File: config.mk
export PLATFORM = sky130hd
export DESIGN_NAME = transmitter_timing_and_shift_register
export DESIGN_NICKNAME = d
export VERILOG_FILES = /design/src/rtl/uart_pkg.sv /design/src/rtl/uart_bit_timer.sv /design/src/rtl/transmitter_timing_and_shift_register.sv
export SDC_FILE = /design/constraint.sdc
export NUM_CORES = 1
export LEC_CHECK = 0
export ABC_AREA = 0
export BUFFER_PORTS_ARGS = -buffer_cell sky130_fd_sc_hd__buf_2
export CELL_PAD_IN_SITES_DETAIL_PLACEMENT = 0
export CELL_PAD_IN_SITES_GLOBAL_PLACEMENT = 2
export CORE_ASPECT_RATIO = 1.25
export CORE_UTILIZATION = 29
export DETAILED_ROUTE_END_ITERATION = 6
export GPL_TIMING_DRIVEN = 0
export HOLD_SLACK_MARGIN = 0.02
export MAX_ROUTING_LAYER = met4
export PLACE_DENSITY_LB_ADDON = 0.1
export SYNTH_ARGS = -nofsm -noshare
export SYNTH_HDL_FRONTEND = slang
export SYNTH_SLANG_ARGS = --single-unit
export TNS_END_PERCENT = 50
File: constraint.sdc
create_clock -name clk -period 1.63 [get_ports clk]
set_input_delay 0.163 -clock clk [delete_from_list [all_inputs] [get_ports clk]]
set_output_delay 0.163 -clock clk [all_outputs]
set_load 0.01 [all_outputs]
File: src/rtl/uart_pkg.sv
// Shared UART definitions: FSM state encoding, word-length codes and oversample constants.
// The receiver imports the same package.
package uart_pkg;

    typedef enum logic [2:0] {
        IDLE   = 3'd0,
        START  = 3'd1,
        DATA   = 3'd2,
        PARITY = 3'd3,
        STOP   = 3'd4
    } uart_state_t;

    localparam logic [1:0] WLS_5 = 2'b00;
    localparam logic [1:0] WLS_6 = 2'b01;
    localparam logic [1:0] WLS_7 = 2'b10;
    localparam logic [1:0] WLS_8 = 2'b11;

    localparam int OSM_13 = 13;
    localparam int OSM_16 = 16;

    // Keeps only the data bits that belong to the selected word length.
    function automatic logic [7:0] word_mask(input logic [1:0] wls);
        case (wls)
            WLS_5:   return 8'h1F;
            WLS_6:   return 8'h3F;
            WLS_7:   return 8'h7F;
            default: return 8'hFF;
        endcase
    endfunction

endpackage

File: src/rtl/uart_bit_timer.sv
// Loadable modulo-(limit+1) counter; bit_end pulses in the last cycle of each bit period.
// load holds the count at zero so the first period after release is a full bit.
module uart_bit_timer (
    input  logic       clk,
    input  logic       reset,
    input  logic       load,
    input  logic [3:0] limit,
    output logic       bit_end
);

    logic [3:0] cnt;

    always_ff @(posedge clk) begin
        if (reset || load) begin
            cnt <= 4'd0;
        end else if (cnt == limit) begin
            cnt <= 4'd0;
        end else begin
            cnt <= cnt + 4'd1;
        end
    end

    assign bit_end = (cnt == limit) && !load;

endmodule

File: src/rtl/transmitter_timing_and_shift_register.sv
// UART transmit engine: accepts one word per valid/ready handshake and serialises it as
// start, LSB-first data, optional parity and 1-2 stop bits on tx.
module transmitter_timing_and_shift_register
    import uart_pkg::*;
#(
    parameter int OSM_13 = uart_pkg::OSM_13,
    parameter int OSM_16 = uart_pkg::OSM_16
) (
    input  logic        clk,
    input  logic        reset,
    input  logic        EPS,
    input  logic        PEN,
    input  logic        SP,
    input  logic [1:0]  WLS,
    input  logic        STB,
    input  logic        osm_sel,
    input  logic [7:0]  data_tx,
    input  logic        valid_tx,
    output logic        ready_tx,
    output logic        tx,
    output logic        busy_tx,
    output logic        done_tx,
    output uart_state_t state
);

    // Handshake: a word transfers on a clk edge where valid_tx and ready_tx are both high;
    // ready_tx is high only in IDLE, and all line settings are sampled on that same edge.

    uart_state_t state_n;
    logic [7:0]  shreg, shreg_n;
    logic [2:0]  bit_idx, bit_idx_n;
    logic [2:0]  last_idx, last_idx_n;
    logic        pen_q, pen_n;
    logic        par_q, par_n;
    logic        stb_q, stb_n;
    logic        osm_q, osm_n;
    logic        stop_idx, stop_idx_n;
    logic        tx_n, done_n;
    logic [7:0]  masked;
    logic [3:0]  limit;
    logic        bit_end;

    assign limit  = osm_q ? 4'(OSM_16 - 1) : 4'(OSM_13 - 1);
    assign masked = data_tx & word_mask(WLS);

    uart_bit_timer u_timer (
        .clk     (clk),
        .reset   (reset),
        .load    (state == IDLE),
        .limit   (limit),
        .bit_end (bit_end)
    );

    always_comb begin
        state_n    = state;
        shreg_n    = shreg;
        bit_idx_n  = bit_idx;
        last_idx_n = last_idx;
        pen_n      = pen_q;
        par_n      = par_q;
        stb_n      = stb_q;
        osm_n      = osm_q;
        stop_idx_n = stop_idx;
        done_n     = 1'b0;
        case (state)
            IDLE: begin
                if (valid_tx) begin
                    state_n    = START;
                    shreg_n    = masked;
                    bit_idx_n  = 3'd0;
                    last_idx_n = 3'd4 + {1'b0, WLS};
                    pen_n      = PEN;
                    par_n      = SP ? ~EPS : (EPS ? ^masked : ~^masked);
                    stb_n      = STB;
                    osm_n      = osm_sel;
                    stop_idx_n = 1'b0;
                end
            end
            START: begin
                if (bit_end) begin
                    state_n = DATA;
                end
            end
            DATA: begin
                if (bit_end) begin
                    shreg_n = shreg >> 1;
                    if (bit_idx == last_idx) begin
                        state_n = pen_q ? PARITY : STOP;
                    end else begin
                        bit_idx_n = bit_idx + 3'd1;
                    end
                end
            end
            PARITY: begin
                if (bit_end) begin
                    state_n = STOP;
                end
            end
            STOP: begin
                if (bit_end) begin
                    if (stop_idx == stb_q) begin
                        state_n = IDLE;
                        done_n  = 1'b1;
                    end else begin
                        stop_idx_n = 1'b1;
                    end
                end
            end
            default: state_n = IDLE;
        endcase

        // tx is registered, so it is derived from where the FSM is going next.
        case (state_n)
            START:   tx_n = 1'b0;
            DATA:    tx_n = shreg_n[0];
            PARITY:  tx_n = par_n;
            default: tx_n = 1'b1;
        endcase
    end

    always_ff @(posedge clk) begin
        if (reset) begin
            state    <= IDLE;
            shreg    <= 8'd0;
            bit_idx  <= 3'd0;
            last_idx <= 3'd0;
            pen_q    <= 1'b0;
            par_q    <= 1'b0;
            stb_q    <= 1'b0;
            osm_q    <= 1'b0;
            stop_idx <= 1'b0;
            tx       <= 1'b1;
            ready_tx <= 1'b1;
            busy_tx  <= 1'b0;
            done_tx  <= 1'b0;
        end else begin
            state    <= state_n;
            shreg    <= shreg_n;
            bit_idx  <= bit_idx_n;
            last_idx <= last_idx_n;
            pen_q    <= pen_n;
            par_q    <= par_n;
            stb_q    <= stb_n;
            osm_q    <= osm_n;
            stop_idx <= stop_idx_n;
            tx       <= tx_n;
            ready_tx <= (state_n == IDLE);
            busy_tx  <= (state_n != IDLE);
            done_tx  <= done_n;
        end
    end

endmodule
# Word-level counts from Yosys, hierarchy flattened
# Cells that the tools add are included.
# Widths: inputs -> output; s select.
# totals
in_bits,18
reg_bits,30
# op_classes
n_reduce_logical,17
eq_ne,17
mux,28
add_sub_neg,3
n_bitwise,4
# ops
op,n
$mux 3,11
$pmux 8 s3,1
$mux 8,2
$pmux 8 s2,1
$pmux 3 s5,1
$eq 3x2->1 const B,4
$ne 2x2->1 const B,5
$and 8x8->8,1
$mux 1,8
$reduce_and 4->1,2
$reduce_xnor 8->1,1
$reduce_xor 8->1,1
$eq 3x1->1 const B,2
$logic_not 3->1,2
$pmux 3 s2,1
$add 4x1->4 const B,1
$eq 4x4->1,1
$reduce_bool 2->1,2
$add 3x1->3 const B,1
$add 3x2->3 const A,1
$eq 3x3->1,1
$eq 3x3->1 const B,1
$not 1->1,3
$pmux 1 s3,1
other kinds (14),14

# Logic depth before layout (Yosys ltp)
# Gate-level depths: netlist of the first run.
# depth
depth_word,9
ltp_mapped,7
ltp_nobuf,6

# Hierarchy
# Synthesis of the first run repeated with hierarchy kept, for this count alone.
# unflattened
hier_cells,165
area_unflattened_um2,1566.5
# modules_own_cells
module,area_each_um2,instances,cells_each
transmitter_timing_and_shift_register,1370.1,1,147
uart_bit_timer,196.4,1,18

# Least setup slack after synthesis of the first run
# No wires, ideal clock.
# synth_path
kind,reg-to-reg
start,register state[1]
end,register tx
stages_incl_launch_ff,7
path_slack_ns,-0.073
setup_time_ns,0.130
arrival_ns,1.573
required_ns,1.500
path_buffers,1
path_cell_list,dfxtp_1 nor3_4 and2_1 buf_4 a22o_1 a2111oi_0 o31ai_1
# synth_via
elab_chain_len,7
word_cells_on_any_way,22
# synth_lines
element,line_no,source
"start, declared",transmitter_timing_and_shift_register.sv:23,output uart_state_t state
"start signal, assigned",transmitter_timing_and_shift_register.sv:137,state <= state_n;
$logic_not 3->1,"transmitter_timing_and_shift_register.sv:49, transmitter_timing_and_shift_register.sv:65",
$logic_not 1->1,uart_bit_timer.sv:23,assign bit_end = (cnt == limit) && !load;
$logic_and 1x1->1,uart_bit_timer.sv:23,
$mux 3 (on tied branches),-,
$pmux 3 s5,transmitter_timing_and_shift_register.sv:65,case (state)
$eq 3x2->1 / $eq 3x1->1 (equally long branches),transmitter_timing_and_shift_register.sv:113,case (state_n)
$pmux 1 s3 (*),transmitter_timing_and_shift_register.sv:113,
"end signal, assigned",transmitter_timing_and_shift_register.sv:146,tx <= tx_n;
"end, declared",transmitter_timing_and_shift_register.sv:20,"output logic tx,"
# Mark *: on every way between the ends. The rest lies on a longest branch, timed or not. The select of a mux whose other input is x is not followed.
# A chain may end at the register's enable or synchronous reset.

# Worst setup path in the final report of the first run
# layout_path
start,register u_timer.cnt[0]
end,register tx
# layout_via
elab_chain_len,6
word_cells_on_any_way,13
# layout_lines
element,line_no,source
"start, declared",uart_bit_timer.sv:11,logic [3:0] cnt;
"start signal, assigned",uart_bit_timer.sv:19,cnt <= cnt + 4'd1;
$eq 4x4->1 (*),uart_bit_timer.sv:23,
$logic_and 1x1->1 (*),uart_bit_timer.sv:23,
$mux 3 (on tied branches),-,
$pmux 3 s5,transmitter_timing_and_shift_register.sv:65,
$eq 3x2->1 / $eq 3x1->1 (equally long branches),transmitter_timing_and_shift_register.sv:113,
$pmux 1 s3 (*),transmitter_timing_and_shift_register.sv:113,
# Marks and branches as above.

==> impl_metrics.toml, run 1 <==
[global_route]
grt_max_degree = 11
antenna_found_initial = 0
grt-ovfl-total = 0
grt_pass1_wl_um = 5706
grt_util_all_layers = 0.1536
grt_pass1_vias = 1200

[clocking]
hold_buffers = 0
numClockSinks = 30
clk_pin_slew_worst_paths_ps = 70
clk_latency_ps = 280
cts-root-buf = "clkbuf_8"
tritoncts = "yes"
numCtsBuffers = 5
clockBufferDepth = 2
ctsHtreeMaxLevel = 2

[place]
dp_slack_ps = -292.9
io_buffers = 23
place.gp.congestion = 0.7157
dpl_cell_area_um2 = 1647
dpl.cell_count = 239
dp_hpwl_um = 2390

[worst_setup_path]
cp_top_family = "compound AO/OA/AOI/OAI gates"
crit_fanout = 5
cpMaxStageDelayCell = "dfxtp_2"
arrival_ps = 1850
worstPathRequired_ps = 1790
crit_chain = "and3_4 -> o211ai_4 -> nor3_4 -> a22o_1 -> a2111oi_4 -> o31ai_1"
critPathLaunchType = "register"
end_kind = "register"
critPathMaxStageDelay_ps = 350
crit_buf_inv = 0
path_class = "reg2reg"

[cells_and_area]
fin_area_um2 = 1893
drive_gt1_frac = 0.3641
nets = 214
fin_cells = 255
antenna_cells = 0
layout_common_cells = "buf_2 (23), dfxtp_1 (22), nand2_1 (18)"
final_common_cell = "buf_2"
areaGrowthSynthToFinish_pct = 34.13
fin_util = 0.4033

[synth]
synth_area_per_cell_um2 = 9.047
async_flop_share = 0
yosysSeqAreaShare = 0.4255
yosys_warnings = 0
synth_flop_cell = "dfxtp_1"
syn_inst = 156
synth-seq-cells = 30
synth_edf_count = 0
synthDistinctLibCells = 48
syn_nets = 176
synth_area_um2 = 1411

[die]
start_util = 0.3006
die_x_um = 64.40
die-area_um2 = 5151
die_h_um = 80.00
pin_count = 25
core_um2 = 4695
std_cell_rows = 28

[timing]
worst_pin_slew_ps = 590.4
timing.slew.headroom = 0.6064
setup_ws_ps = -58.88
fin_skew_ps = 3.220
setup_violations = 3
fin_crit_ps = 1689
slew_violations = 0
fin_crit_sh = 1.036
grt_setup_unrepaired = "true"
finalSetupTns_ps = -65.31
max_freq_ghz = 0.5921
hold_violations = 0

[routing]
vias_per_cell = 4.925
detailedRoute.firstIterationViolations = 54
vias = 1256
ant_nets = 0
wirelength_um = 3445
wire_per_inst_um = 13.51
drcViolationCount = 0
drt_first_pass_iters = 4

[run_status]
outcome = "finished with violations"
violations = "negative setup slack"

[pwr]
ir_drop_uv = 429.4
power.density_nw_per_um2 = 954.2
p_leak_nw = 0.7530

[job]
maxCapViolations = 0

[min_path]
min_path_type = "in2reg"
## repair_timing
item / 4_1_cts / 5_1_grt
gates resized for setup: 11 / 9
pin swaps: 5 / 8
endpoints found under the setup margin: 17 / 10
endpoints found under the hold margin: 0 / 0
buffers inserted: 4 / 4
## cell families (layout without fill, tap and decap cells)
logic type / count (synthesis) / count (layout) / synth area share
multiplexers: 1 / 1 / 0.007092
XOR/XNOR: 13 / 13 / 0.09574
buffers and inverters: 11 / 50 / 0.03458
adder cells (fa/ha/maj): 2 / 2 / 0.01773
flip-flops: 30 / 30 / 0.4255
AND/OR/NAND/NOR: 57 / 57 / 0.2048
AO/OA/AOI/OAI: 42 / 42 / 0.2145
## final timing paths
| path | slack (ps) | start | end | depth (start not counted) |
|---|---|---|---|---|
| setup / recovery | -60 | u_timer.cnt[0] | tx | 6 |
| hold / removal | 110 | osm_sel | osm_q | 3 |
| setup reg to reg | -60 | u_timer.cnt[0] | tx | 6 |
| hold reg to reg | 450 | shreg[3] | shreg[3] | 2 |
## flip-flops by register name (all words and copies together) (netlist names)
name         cells
busy_tx          1
bit_idx          3
par_q            1
stb_q            1
u_timer.cnt      4
osm_q            1
tx               1
stop_idx         1
done_tx          1
ready_tx         1
last_idx         3
pen_q            1
state            3
shreg            8
## Yosys cell counts (2+ instances only)
library cell	number	area [um^2]
inv_1	6	22.52
nor2_1	15	56.30
and2_1	2	12.51
a21oi_1	15	75.07
nand2_1	18	67.56
xor2_1	5	43.79
a22oi_1	4	30.03
a21o_1	2	15.01
ha_1	2	25.02
nand3_1	3	15.01
xnor2_1	6	52.55
a211oi_1	2	15.01
a21oi_2	2	17.52
dfxtp_1	30	600.6
clkbuf_1	3	11.26
o21ai_0	2	10.01
nand3b_1	2	15.01
nor3_1	6	30.03
nor3_2	2	20.02
## metrics by stage
step / total power [mW] / hold WS, ps
after global placement: 1.067 / 409.4
after global routing: 1.895 / 130.8
after floorplan: 0.9892 / 299.0
after CTS: 1.820 / 107.6
final: 1.806 / 110.7
after detailed placement: 1.071 / 415.6
## report_power, final
part	internal, mW	total [mW]	switching (mW)
logic	0.143	0.297	0.154
registers	0.771	0.800	0.0286
clock network	0.426	0.710	0.284
## worst min-delay path, cell delays in order
cell	delay (ps)
buf_2	90
nand2_1	50
a21oi_1	50
## metal layers
| layer | track usage | vias to the layer above | share of wire |
|---|---|---|---|
| li1 | - | 631 | - |
| met1 | 0.1739 | 589 | 0.45 |
| met2 | 0.2463 | 28 | 0.48 |
| met3 | 0.04571 | 8 | 0.046 |
| met4 | 0.07333 | 0 | 0.019 |
| met5 | - | - | 0 |
## layout make-up
class                      count  area [um^2]
fill                         513         2801
multi-input combinational    115        852.1
sequential                    30        618.1
timing repair buffer          31        175.2
clock buffer                   8        110.1
tap                           60        75.07
buffer                         5        40.04
inverter                       6        22.52
Power figures use the tool's default switching activity.
==> run 2: changes to the inputs <==
CORE_UTILIZATION = 35   (was 29)
SETUP_SLACK_MARGIN = 0.3   (was default)
clock period = 2.1 ns   (was 1.63 ns; I/O delays follow)
==> run 2 against run 1 <==
Net effect: final cell count decreased by 2.7%; via count decreased by 1.2%; clock power decreased by 33%; non-clock buffer count decreased by 1; the flow now finishes without violations; setup slack improved by 360 ps; sequential power decreased by 22%; sequential share of layout area increased by 0.57 points; critical endpoint unchanged; utilization increased by 7.5 points; wire length decreased by 2.2%.
==> impl_metrics.toml, run 2 (synthesis results as in run 1) <==
[routing]
vias = 1241
wire_per_inst_um = 13.58
detailedRoute.firstIterationViolations = 31
wirelength_um = 3368
drcViolationCount = 0
ant_nets = 0
drt_first_pass_iters = 4
vias_per_cell = 5.004

[die]
pin_count = 25
die-area_um2 = 4292
core_um2 = 3816
std_cell_rows = 25
die_x_um = 58.80
die_h_um = 73.00
start_util = 0.3698

[cells_and_area]
nets = 213
fin_cells = 248
largest_reg_flops = 8
areaGrowthSynthToFinish_pct = 29.43
final_common_cell = "dfxtp_1"
layout_common_cells = "dfxtp_1 (25), buf_2 (23), nand2_1 (18)"
fillers = 407
top_register = "shreg"
drive_gt1_frac = 0.3299
fin_area_um2 = 1827
antenna_cells = 0
top_regs = "shreg x8, u_timer.cnt x4"

[pwr]
ir_drop_uv = 387.1
p_leak_nw = 0.7282
power.density_nw_per_um2 = 720.0
power_mw = 1.315

[place]
place.gp.congestion = 0.7681
dp_hpwl_um = 2256
io_buffers = 23
dpl_cell_area_um2 = 1594
dpl.cell_count = 233

[timing]
hold_violations = 0
timing.hold.ws_ps = 158.8
fin_crit_sh = 0.8580
setup_violations = 0
worst_pin_slew_ps = 567.3
slew_violations = 0
fin_skew_ps = 5.079
max_freq_ghz = 0.5550
finalSetupTns_ps = 0
fin_crit_ps = 1802
timing.slew.headroom = 0.6218
grt_setup_unrepaired = "true"

[worst_setup_path]
reg2regPathDepth = 6
path_class = "reg2reg"
crit_path_end = "tx"
worstSetupStartpoint = "bit_idx[0]"
crit_fanout = 4
rrSetupSlack_ps = 300
rr_startpoint = "bit_idx[0]"
worstPathRequired_ps = 2250
worstReg2RegEnd = "tx"
arrival_ps = 1960
end_kind = "register"
critPathLaunchType = "register"

[global_route]
grt_util_all_layers = 0.1839
grt_max_degree = 11
grt_pass1_wl_um = 5630
grt-ovfl-total = 0
antenna_found_initial = 0
grt_pass1_vias = 1228

[min_path]
worstHoldStart = "osm_sel"
min_path_type = "in2reg"

[clocking]
numClockSinks = 30
cts-root-buf = "clkbuf_8"
hold_buffers = 0
clockBufferDepth = 2
clk_pin_slew_worst_paths_ps = 60
clk_latency_ps = 280
numCtsBuffers = 5
tritoncts = "yes"
ctsHtreeMaxLevel = 2

[job]
maxCapViolations = 0

[run_status]
outcome = "completed"
-- run 2: changes by cell type in the layout (fill, tap and decap cells not counted), sizes merged --
cell,previous run,this run
clkinv,0,1
clkbuf,12,11
buf,32,31
-- run 2: how the worst min path moves through the flow --
stage                     to  slack (ps)  cells after the start
detailed placement  shreg[3]         450                      2
finish                 osm_q         160                      3
floorplan              pen_q         350                      2
global placement    shreg[2]         440                      2
CTS                    osm_q         150                      3
global route           osm_q         160                      3
-- run 2: worst max-delay path, cell delays in order, from the launching register on --
cell and delay (ps):
dfxtp_1 350, xor2_1 180, nor3_2 340, nand3_1 190
o21a_1 230, a2111oi_2 250, o31ai_1 140
-- run 2: repair_timing --
action | CTS | global route
endpoints found under the setup margin | 4 | 9
setup buffers | 2 | 5
pin swaps | 3 | 4
resized for setup | 14 | 8
-- run 2: metal layers --
layer / global-route usage / wire length [um] / part of all wire
met2: 0.2980 / 1636 / 0.49
met5: - / 0 / 0
met1: 0.2124 / 1558 / 0.46
met3: 0.05319 / 103 / 0.031
met4: 0.07143 / 69 / 0.020
-- run 2: power by group --
part	switching (mW)	internal (mW)	total, mW
clock	0.211	0.264	0.475
combinational	0.116	0.102	0.218
sequential	0.0216	0.601	0.622
total	0.349	0.966	1.32
-- run 2: per-stage QoR --
step | utilization | setup slack (ps)
4_1_cts | 0.4600 | 313.7
3_5_place_dp | 0.4177 | 115.7
5_1_grt | 0.4787 | 228.2
3_3_place_gp | 0.4177 | 94.53
6_report | 0.4787 | 298.3
2_1_floorplan | - | 396.8
-- run 2: cell type report --
type | count | area (um^2) | area share
multi-input combinational | 115 | 839.6 | 0.4596
sequential | 30 | 606.8 | 0.3322
timing repair buffer | 30 | 167.7 | 0.09178
clock buffer | 7 | 86.33 | 0.04726
tap | 54 | 67.56 | 0.03699
buffer | 5 | 31.28 | 0.01712
inverter | 6 | 22.52 | 0.01233
clock inverter | 1 | 5.005 | 0.002740
==> run 3: changes to the inputs <==
REMOVE_ABC_BUFFERS = 1   (was default)
==> run 3 against run 2 <==
Net effect: maximum frequency increased by 3.4%; first-iteration DRC count increased by 55%; register-to-register slack improved by 60 ps; via count decreased by 0.97%; non-clock buffer count decreased by 9; clock skew decreased by 2.5 ps; combinational power decreased by 4%; sequential power about the same; clock power about the same; wire length decreased by 4.9%; critical endpoint unchanged.
==> impl_metrics.toml, run 3 (synthesis results as in run 1) <==
[place]
dpl_cell_area_um2 = 1573
io_buffers = 24
place.gp.congestion = 0.7947
dp_slack_ps = -265.8
dp_hpwl_um = 2152

[cells_and_area]
areaGrowthSynthToFinish_pct = 28.72
drive_gt1_frac = 0.3280
fin_area_um2 = 1817
largest_reg_flops = 8
fillers = 386
nets = 205
register_area_um2 = 608.1
top_register = "shreg"
top_regs = "shreg x8, u_timer.cnt x4"
multi_input_area_um2 = 892.1
final_common_cell = "dfxtp_1"
antenna_cells = 0
layout_common_cells = "dfxtp_1 (26), buf_2 (24), nand2_1 (18)"

[timing]
fin_crit_ps = 1742
fin_crit_sh = 0.8294
fin_skew_ps = 2.540
setup_violations = 0
timing.slew.headroom = 0.6896
finalSetupTns_ps = 0
max_freq_ghz = 0.5741
slew_violations = 0
grt_setup_unrepaired = "true"
setup_ws_ps = 358.3
hold_violations = 0
worst_pin_slew_ps = 465.6

[routing]
ant_nets = 0
wirelength_um = 3202
drcViolationCount = 0
vias_per_cell = 5.121
drt_first_pass_iters = 4
vias = 1229
wire_per_inst_um = 13.34
detailedRoute.firstIterationViolations = 48

[worst_setup_path]
end_kind = "register"
crit_fanout = 7
reg2regPathDepth = 6
crit_path_end = "tx"
worstSetupStartpoint = "u_timer.cnt[0]"
worstReg2RegEnd = "tx"
critPathLaunchType = "register"
rrSetupSlack_ps = 360
rr_startpoint = "u_timer.cnt[0]"
path_class = "reg2reg"
arrival_ps = 1930
worstPathRequired_ps = 2290

[clocking]
clk_pin_slew_worst_paths_ps = 60
numCtsBuffers = 5
hold_buffers = 0
tritoncts = "yes"
clk_latency_ps = 280
clockBufferDepth = 2
numClockSinks = 30
ctsHtreeMaxLevel = 2
cts-root-buf = "clkbuf_8"

[die]
start_util = 0.3698
pin_count = 25
die-area_um2 = 4292
die_x_um = 58.80
core_um2 = 3816
die_h_um = 73.00
std_cell_rows = 25

[min_path]
min_path_type = "in2reg"
min_path_cells = 3

[global_route]
grt_pass1_vias = 1114
grt_pass1_wl_um = 5085
grt_max_degree = 26
grt-ovfl-total = 0
grt_util_all_layers = 0.1657
antenna_found_initial = 0

[run_status]
outcome = "completed"

[job]
maxCapViolations = 0

[pwr]
power.density_nw_per_um2 = 722.0
ir_drop_uv = 311.3
p_leak_nw = 0.6932
-- run 3: cell count changes in the layout (fill, tap and decap cells not counted), moves of 2 or more --
cell,before,now
xor2_1,5,3
xor2_2,1,3
clkbuf_1,3,1
buf_4,7,2
dfxtp_2,5,3
-- run 3: layout make-up --
class                           instances  share of cell area
Multi-Input combinational cell        116              0.4910
Sequential cell                        30              0.3347
Clock buffer                            7             0.04752
Clock inverter                          1            0.002755
Timing Repair Buffer                   26             0.07438
Inverter                                6             0.01240
Tap cell                               54             0.03719
-- run 3: layer usage --
layer	wire length [um]	up-vias	global-route usage	part of all wire
met1	1412	580	0.1868	0.44
met4	55	0	0.07143	0.017
met5	0	-	-	0
li1	-	609	-	-
met2	1575	35	0.2702	0.49
met3	158	5	0.04787	0.049
-- run 3: worst min-delay path by stage --
| stage | from | to |
|---|---|---|
| 3_3_place_gp | shreg[1] | shreg[1] |
| 3_5_place_dp | pen_q | pen_q |
| 4_1_cts | osm_sel | osm_q |
| 6_report | osm_sel | osm_q |
| 2_1_floorplan | reset | last_idx[0] |
| 5_1_grt | STB | stb_q |
-- run 3: repair_timing --
item	4_1_cts	5_1_grt
setup buffers	1	1
cloned	0	1
resized for setup	14	14
setup endpoints to repair	13	4
pin swaps	4	7
-- run 3: stage by stage --
stage / util / hold slack, ps / power [mW] / std cells
final: 0.4761 / 161.3 / 1.312 / 240
after CTS: 0.4525 / 159.7 / 1.307 / 238
after global placement: 0.4121 / 441.2 / 0.8120 / 229
after floorplan: - / 279.1 / 0.7521 / 151
after detailed placement: 0.4121 / 447.3 / 0.8188 / 229
after global routing: 0.4761 / 178.9 / 1.378 / 240
-- run 3: power breakdown --
part           internal, mW  switching, mW  leakage [nW]
Combinational        0.0950          0.115         0.397
Clock                 0.264          0.214        0.0482
Sequential            0.600         0.0243         0.248
-- run 3: worst max-delay path: stages, from the launching register on --
cell	delay (ps)
dfxtp_4	360
nor3_4	260
o211a_4	260
nand3b_1	110
a31o_4	290
and2_1	150
o31ai_1	210
